**src/rtl/if_fetch_stage_pkg.sv**
```systemverilog
// Shared definitions for the instruction-fetch stage: FSM state encoding,
// default NOP word and the PC increment helper.
package if_fetch_stage_pkg;

    typedef enum logic [2:0] {
        S_IDLE = 3'd0,
        S_REQ  = 3'd1,
        S_WAIT = 3'd2,
        S_DROP = 3'd3,
        S_HOLD = 3'd4
    } fetch_state_t;

    // sll $0,$0,0
    localparam logic [31:0] NOP_INSTR_DEFAULT = 32'h0000_0000;
    localparam logic [31:0] PC_STEP           = 32'd4;

    // Sequential PC, wraps modulo 2^32
    function automatic logic [31:0] pc_inc(input logic [31:0] pc);
        return pc + PC_STEP;
    endfunction

endpackage

```
**src/rtl/if_fetch_stage_ifid_reg.sv**
```systemverilog
// IF/ID pipeline register. Priority: flush > load > stall (hold) > drain.
// The instruction field is forced to the NOP word whenever the slot is empty,
// so downstream decode sees a harmless instruction without checking valid.
module if_fetch_stage_ifid_reg
    import if_fetch_stage_pkg::*;
#(
    parameter logic [31:0] NOP_INSTR = NOP_INSTR_DEFAULT
) (
    input  logic        i_clk,
    input  logic        i_rst,
    input  logic        i_flush,
    input  logic        i_load,
    input  logic        i_stall,
    input  logic [31:0] i_instr,
    input  logic [31:0] i_pc4,
    output logic        o_valid,
    output logic [31:0] o_instr,
    output logic [31:0] o_pc4
);

    logic        r_valid;
    logic [31:0] r_instr;
    logic [31:0] r_pc4;

    // Slot update; pc4 is left untouched on flush/drain since it is meaningless when invalid
    always_ff @(posedge i_clk) begin
        if (i_rst) begin
            r_valid <= 1'b0;
            r_instr <= NOP_INSTR;
            r_pc4   <= 32'd0;
        end else if (i_flush) begin
            r_valid <= 1'b0;
            r_instr <= NOP_INSTR;
        end else if (i_load) begin
            r_valid <= 1'b1;
            r_instr <= i_instr;
            r_pc4   <= i_pc4;
        end else if (!i_stall) begin
            r_valid <= 1'b0;
            r_instr <= NOP_INSTR;
        end
    end

    assign o_valid = r_valid;
    assign o_instr = r_instr;
    assign o_pc4   = r_pc4;

endmodule

```
**src/rtl/if_fetch_stage.sv**
```systemverilog
// Instruction-fetch stage: PC register, fetch FSM with one outstanding
// instruction-memory request, a one-word hold buffer for responses that
// arrive while decode is stalled, and the IF/ID register.
//
// state  | meaning
// S_IDLE | first cycle out of reset, no request
// S_REQ  | request for pc presented, waiting for grant
// S_WAIT | granted, waiting for read data
// S_DROP | in-flight response is stale after a redirect, discard it
// S_HOLD | response captured in hold reg, waiting for decode to unstall
module if_fetch_stage
    import if_fetch_stage_pkg::*;
#(
    parameter logic [31:0] RESET_PC  = 32'h0000_0000,
    parameter logic [31:0] NOP_INSTR = NOP_INSTR_DEFAULT
) (
    input  logic        i_clk,
    input  logic        i_rst,
    input  logic [31:0] i_next_pc_in,
    input  logic        i_redirect,
    input  logic        i_stall,
    output logic [31:0] o_pc,
    output logic [31:0] o_pc_plus4,
    output logic        o_imem_req,
    output logic [31:0] o_imem_addr,
    input  logic        i_imem_gnt,
    input  logic        i_imem_rvalid,
    input  logic [31:0] i_imem_rdata,
    output logic        o_ifid_valid,
    output logic [31:0] o_ifid_instr,
    output logic [31:0] o_ifid_pc4
);

    fetch_state_t r_state;
    logic [31:0]  r_pc;
    logic [31:0]  r_hold;

    logic         w_ifid_valid;
    logic         w_accept;
    logic         w_load_mem;
    logic         w_load_hold;
    logic         w_load;
    logic [31:0]  w_load_instr;
    logic [31:0]  w_pc_plus4;

    assign w_pc_plus4   = pc_inc(r_pc);
    assign w_accept     = !w_ifid_valid || !i_stall;
    assign w_load_mem   = (r_state == S_WAIT) && i_imem_rvalid && !i_redirect && w_accept;
    assign w_load_hold  = (r_state == S_HOLD) && !i_redirect && !i_stall;
    assign w_load       = w_load_mem || w_load_hold;
    assign w_load_instr = w_load_hold ? r_hold : i_imem_rdata;

    // Fetch FSM, PC and hold register; pc only moves on load or redirect so it
    // always names the outstanding fetch
    always_ff @(posedge i_clk) begin
        if (i_rst) begin
            r_state <= S_IDLE;
            r_pc    <= RESET_PC;
            r_hold  <= NOP_INSTR;
        end else begin
            case (r_state)
                S_IDLE: begin
                    r_state <= S_REQ;
                end
                S_REQ: begin
                    if (i_redirect) begin
                        r_pc <= i_next_pc_in;
                    end
                    if (i_imem_gnt) begin
                        r_state <= i_redirect ? S_DROP : S_WAIT;
                    end
                end
                S_WAIT: begin
                    if (i_redirect) begin
                        r_pc    <= i_next_pc_in;
                        r_state <= i_imem_rvalid ? S_REQ : S_DROP;
                    end else if (i_imem_rvalid) begin
                        if (w_accept) begin
                            r_pc    <= i_next_pc_in;
                            r_state <= S_REQ;
                        end else begin
                            r_hold  <= i_imem_rdata;
                            r_state <= S_HOLD;
                        end
                    end
                end
                S_DROP: begin
                    if (i_redirect) begin
                        r_pc <= i_next_pc_in;
                    end
                    if (i_imem_rvalid) begin
                        r_state <= S_REQ;
                    end
                end
                S_HOLD: begin
                    if (i_redirect || !i_stall) begin
                        r_pc    <= i_next_pc_in;
                        r_state <= S_REQ;
                    end
                end
                default: begin
                    r_state <= S_IDLE;
                end
            endcase
        end
    end

    if_fetch_stage_ifid_reg #(
        .NOP_INSTR (NOP_INSTR)
    ) u_ifid_reg (
        .i_clk   (i_clk),
        .i_rst   (i_rst),
        .i_flush (i_redirect),
        .i_load  (w_load),
        .i_stall (i_stall),
        .i_instr (w_load_instr),
        .i_pc4   (w_pc_plus4),
        .o_valid (w_ifid_valid),
        .o_instr (o_ifid_instr),
        .o_pc4   (o_ifid_pc4)
    );

    assign o_pc         = r_pc;
    assign o_pc_plus4   = w_pc_plus4;
    assign o_imem_req   = (r_state == S_REQ);
    assign o_imem_addr  = r_pc;
    assign o_ifid_valid = w_ifid_valid;

endmodule

```
**config.mk**
```make
export PLATFORM = sky130hd
export DESIGN_NAME = if_fetch_stage
export DESIGN_NICKNAME = d
export VERILOG_FILES = /design/src/rtl/if_fetch_stage_pkg.sv /design/src/rtl/if_fetch_stage_ifid_reg.sv /design/src/rtl/if_fetch_stage.sv
export SDC_FILE = /design/constraint.sdc
export NUM_CORES = 1
export LEC_CHECK = 0
export CORE_ASPECT_RATIO = 1.2
export CORE_MARGIN = 2
export CORE_UTILIZATION = 44
export CTS_CLUSTER_SIZE = 8
export DETAILED_ROUTE_END_ITERATION = 7
export GPL_TIMING_DRIVEN = 1
export PLACE_DENSITY = 0.88
export SLEW_MARGIN = 20
export SYNTH_ARGS = -nofsm -noshare
export SYNTH_HDL_FRONTEND = slang
export SYNTH_SLANG_ARGS = --single-unit
```
**constraint.sdc**
```tcl
create_clock -name i_clk -period 2.4 [get_ports i_clk]
set_input_delay 0.72 -clock i_clk [delete_from_list [all_inputs] [get_ports i_clk]]
set_output_delay 0.72 -clock i_clk [all_outputs]
set_load 0.03 [all_outputs]
```
==> impl_results.md <==
* Nets at 1023
* Met2 Use GR at 47.0%
* Critical path class: reg2out
* Fin. Hold Viols at 0
* Critical path endpoint category: output port
* DIE WIDTH at 112 um
* Tcrit/Tclk final at 115%
* GRT Overall Usage at 26.7%
* Violated checks: negative setup slack
* Final Max Slew Viols at 0
* CTS buffer count at 17
* Count of flip-flops with a built-in enable after synthesis at 0
* Min-delay src: u_ifid_reg.o_pc4[3]
* Root Buffer: clkbuf_16
* Worst Path Arrival at 2.05 ns
* Initial DRT Pass Iterations at 5
* Top-area cell type share of the netlist area at 43.3%
* WP data required at 1.68 ns
* Hold Slack at 0.453 ns
* Area Growth Syn to Fin at 63.3%
* Seq cells post-synth at 132
* GRT Residual Overflow at 0
* Crit-path cells: nand3_4, buf_6, nor4_4, buf_6, buf_4, nand3_2, xnor2_4, buf_6
* CP max-delay cell: dfxtp_4
* GRT busiest layer: met2
* Chip height at 133 um
* R2R cell count at 6
* Most common cell after layout, fill and taps aside: clkdlybuf4s50_1
* Hold-critical path depth at 2
* IO Pins at 232
* Clock latency on the worst-skew pair at 0.41 ns
* Worst path most repeated cell: buf_6
* CP top delay family: buffers and inverters
* Hold Path Sink: u_ifid_reg.o_pc4[3]
* Worst Setup Slack, final at -0.372 ns
* Syn_nets at 780
* Hpwl dp at 13.1 mm
* Share of layout cells above drive strength 1 at 24.7%
* Clock sink count at 132
* CTS tree: done
* Mapped Area at 0.00610 sq mm
* Drt wl/cell at 19.0 um
* Met1 usage at 31.0%
* Post-Synthesis Cells at 709
* First-pass GRT wire length at 32.0 mm
* CP max stage delay at 0.36 ns
* Post-Syn Area per Cell at 8.61 sq um
* Critical Path Fanout Max at 8
* Final wirelength at 21.6 mm
* Initial antenna violation count at 1
* CTS Hold Bufs at 0
* # setup viols final at 24
* Startpoint Class: flop
* Core Rows at 47
* RR Endpoint: o_imem_addr[14]
* Drt via density at 5.58
* 1st-iter DRT viols at 486
* Ys Warns at 0
* Largest area contributor in the netlist: dfxtp_1
* Rel. slew slack at 54.5%
* Synth top area cells: dfxtp_1 (43%), nand2_1 (7.5%), a21oi_1 (6.7%)
* Port Buffers at 231
* Type of the most critical hold path: reg2reg
* Most frequent cells in the layout: clkdlybuf4s50_1 (188), nand2_1 (116), dfxtp_1 (109)
* Vias at 6349
* Placer Congestion at 0.813
* Leakage at 0.00386 uW
* Largest net degree at the start of global routing at 59
* Vias in the first global route at 6073
* Starting Density at 44.6%
* FFs w/ async S/R, synth at 0%
* Post-route antenna net violation count at 0
* Std-Cell Core Area at 0.0137 sq mm
* Min Tclk post-route at 2.77 ns
* Distinct cells, synth at 48
* Main synth FF type: dfxtp_1
* Outcome: complete, but fails checks
* Sequential element share of the synthesized area at 43.3%
* Worst path bufs/invs at 4
* Post-Route Skew at 0.0136 ns
* Detailed-route DRC error count at 0
* Pwr dens at 592 mW/mm^2
* Slew @ Worst Pin at 0.683 ns
* Peak Freq at 361 MHz
* Unrepaired setup endpoints after global routing: yes
* Max IR drop VDD at 444 uV
* Clock buffer depth at 2
* Clock transition at path regs at 0.07 ns
* Setup tns final at -5.96 ns
* Reg2reg start: r_state[1]
* Number of max-cap violations at 0
* Flop-to-flop setup slack at 0.53 ns
* Clock H-tree levels at 4
* Met3 global-route usage at 6.46%
* Full die area at 0.0148 sq mm
-- registers in the layout (all words and copies together), names as in the netlist --
name and flops:
u_ifid_reg.o_valid 1, r_hold 32, r_state 3, o_imem_addr 32, u_ifid_reg.o_pc4 32, u_ifid_reg.o_instr 32
-- synthesized netlist by cell type, drive strengths merged, types with 2 or more instances --
cell type / count
a21oi: 82
a32oi: 32
and2: 2
and3: 4
and4: 2
buf: 56
clkbuf: 38
dfxtp: 132
inv: 12
nand2: 122
nand2b: 27
nand3: 11
nand4: 9
nand4b: 32
nor2: 22
nor2b: 3
nor3: 9
nor3b: 3
nor4: 5
o21a: 7
o21ai: 32
o21ba: 11
o21bai: 11
o31ai: 3
or2: 3
or2b: 2
or3: 2
xnor2: 19
xor2: 9
-- worst reg2reg max path: cells and delay by family (launching register included) --
| family | cells | cell delay (ns) |
|---|---|---|
| flops | 1 | 0.33 |
| compound gates | 2 | 0.41 |
| simple gates | 3 | 0.85 |
| buf+inv | 1 | 0.17 |
-- power breakdown --
| part | internal [uW] | leakage, uW | switching (uW) |
|---|---|---|---|
| Combinational | 491 | 0.00251 | 610 |
| Clock | 1370 | 0.000269 | 1130 |
| Sequential | 2240 | 0.00108 | 55.4 |
| Total | 4100 | 0.00386 | 1790 |
-- metal layers --
| metal | up-vias | part of all wire (%) | routed length [um] |
|---|---|---|---|
| li1 | 2928 | - | - |
| met1 | 3081 | 38 | 8280 |
| met2 | 290 | 52 | 11200 |
| met3 | 50 | 6.8 | 1470 |
| met4 | 0 | 3.0 | 649 |
| met5 | - | 0 | 0 |
-- worst max-delay path by stage --
stage	startpoint	endpoint	slack, ns	cells after the start
floorplan	o_imem_addr[2]	o_pc_plus4[18]	-0.08	5
global placement	i_stall	u_ifid_reg.o_pc4[18]	-0.06	7
detailed placement	i_stall	u_ifid_reg.o_pc4[19]	-0.08	7
CTS	o_imem_addr[8]	o_pc_plus4[18]	-0.37	7
global route	o_imem_addr[8]	o_pc_plus4[24]	-0.46	8
finish	o_imem_addr[8]	o_pc_plus4[24]	-0.37	8
-- metrics by stage --
step                utilization, %  instance area, sq um  setup WS, ns  power, uW  instances
floorplan                        -                  6350       -0.0807       2930        709
finish                        72.7                  9970        -0.372       5900       1137
detailed placement            64.2                  8790       -0.0814       3360       1075
global route                  72.7                  9970        -0.460       6060       1137
CTS                           71.2                  9760        -0.371       5880       1125
global placement              64.2                  8790       -0.0584       3350       1075
-- layout make-up --
type,instances,area [sq um]
clock inverters,15,134
fillers,953,3730
inverters,12,45.0
diodes,1,2.50
well taps,171,214
multi-input cells,471,3370
flip-flops and latches,132,2690
repair buffers,318,3080
clock buffers,17,425
-- kinds of logic after synthesis --
| logic type | count (synthesis) | share of synthesized area (%) |
|---|---|---|
| XOR/XNOR | 28 | 4.02 |
| AND/OR/NAND/NOR | 261 | 23.9 |
| AO/OA/AOI/OAI | 181 | 18.9 |
| flip-flops | 132 | 43.3 |
| buffers and inverters | 106 | 9.76 |
| adder cells (fa/ha/maj) | 1 | 0.205 |
-- what timing repair did --
action / CTS / global route
endpoints found under the setup margin: 31 / 30
resized for setup: 72 / 30
pin swaps: 26 / 20
gates cloned: 0 / 0
buffers inserted: 18 / 11
endpoints found under the hold margin: 0 / 0
Power figures use the tool's default switching activity.
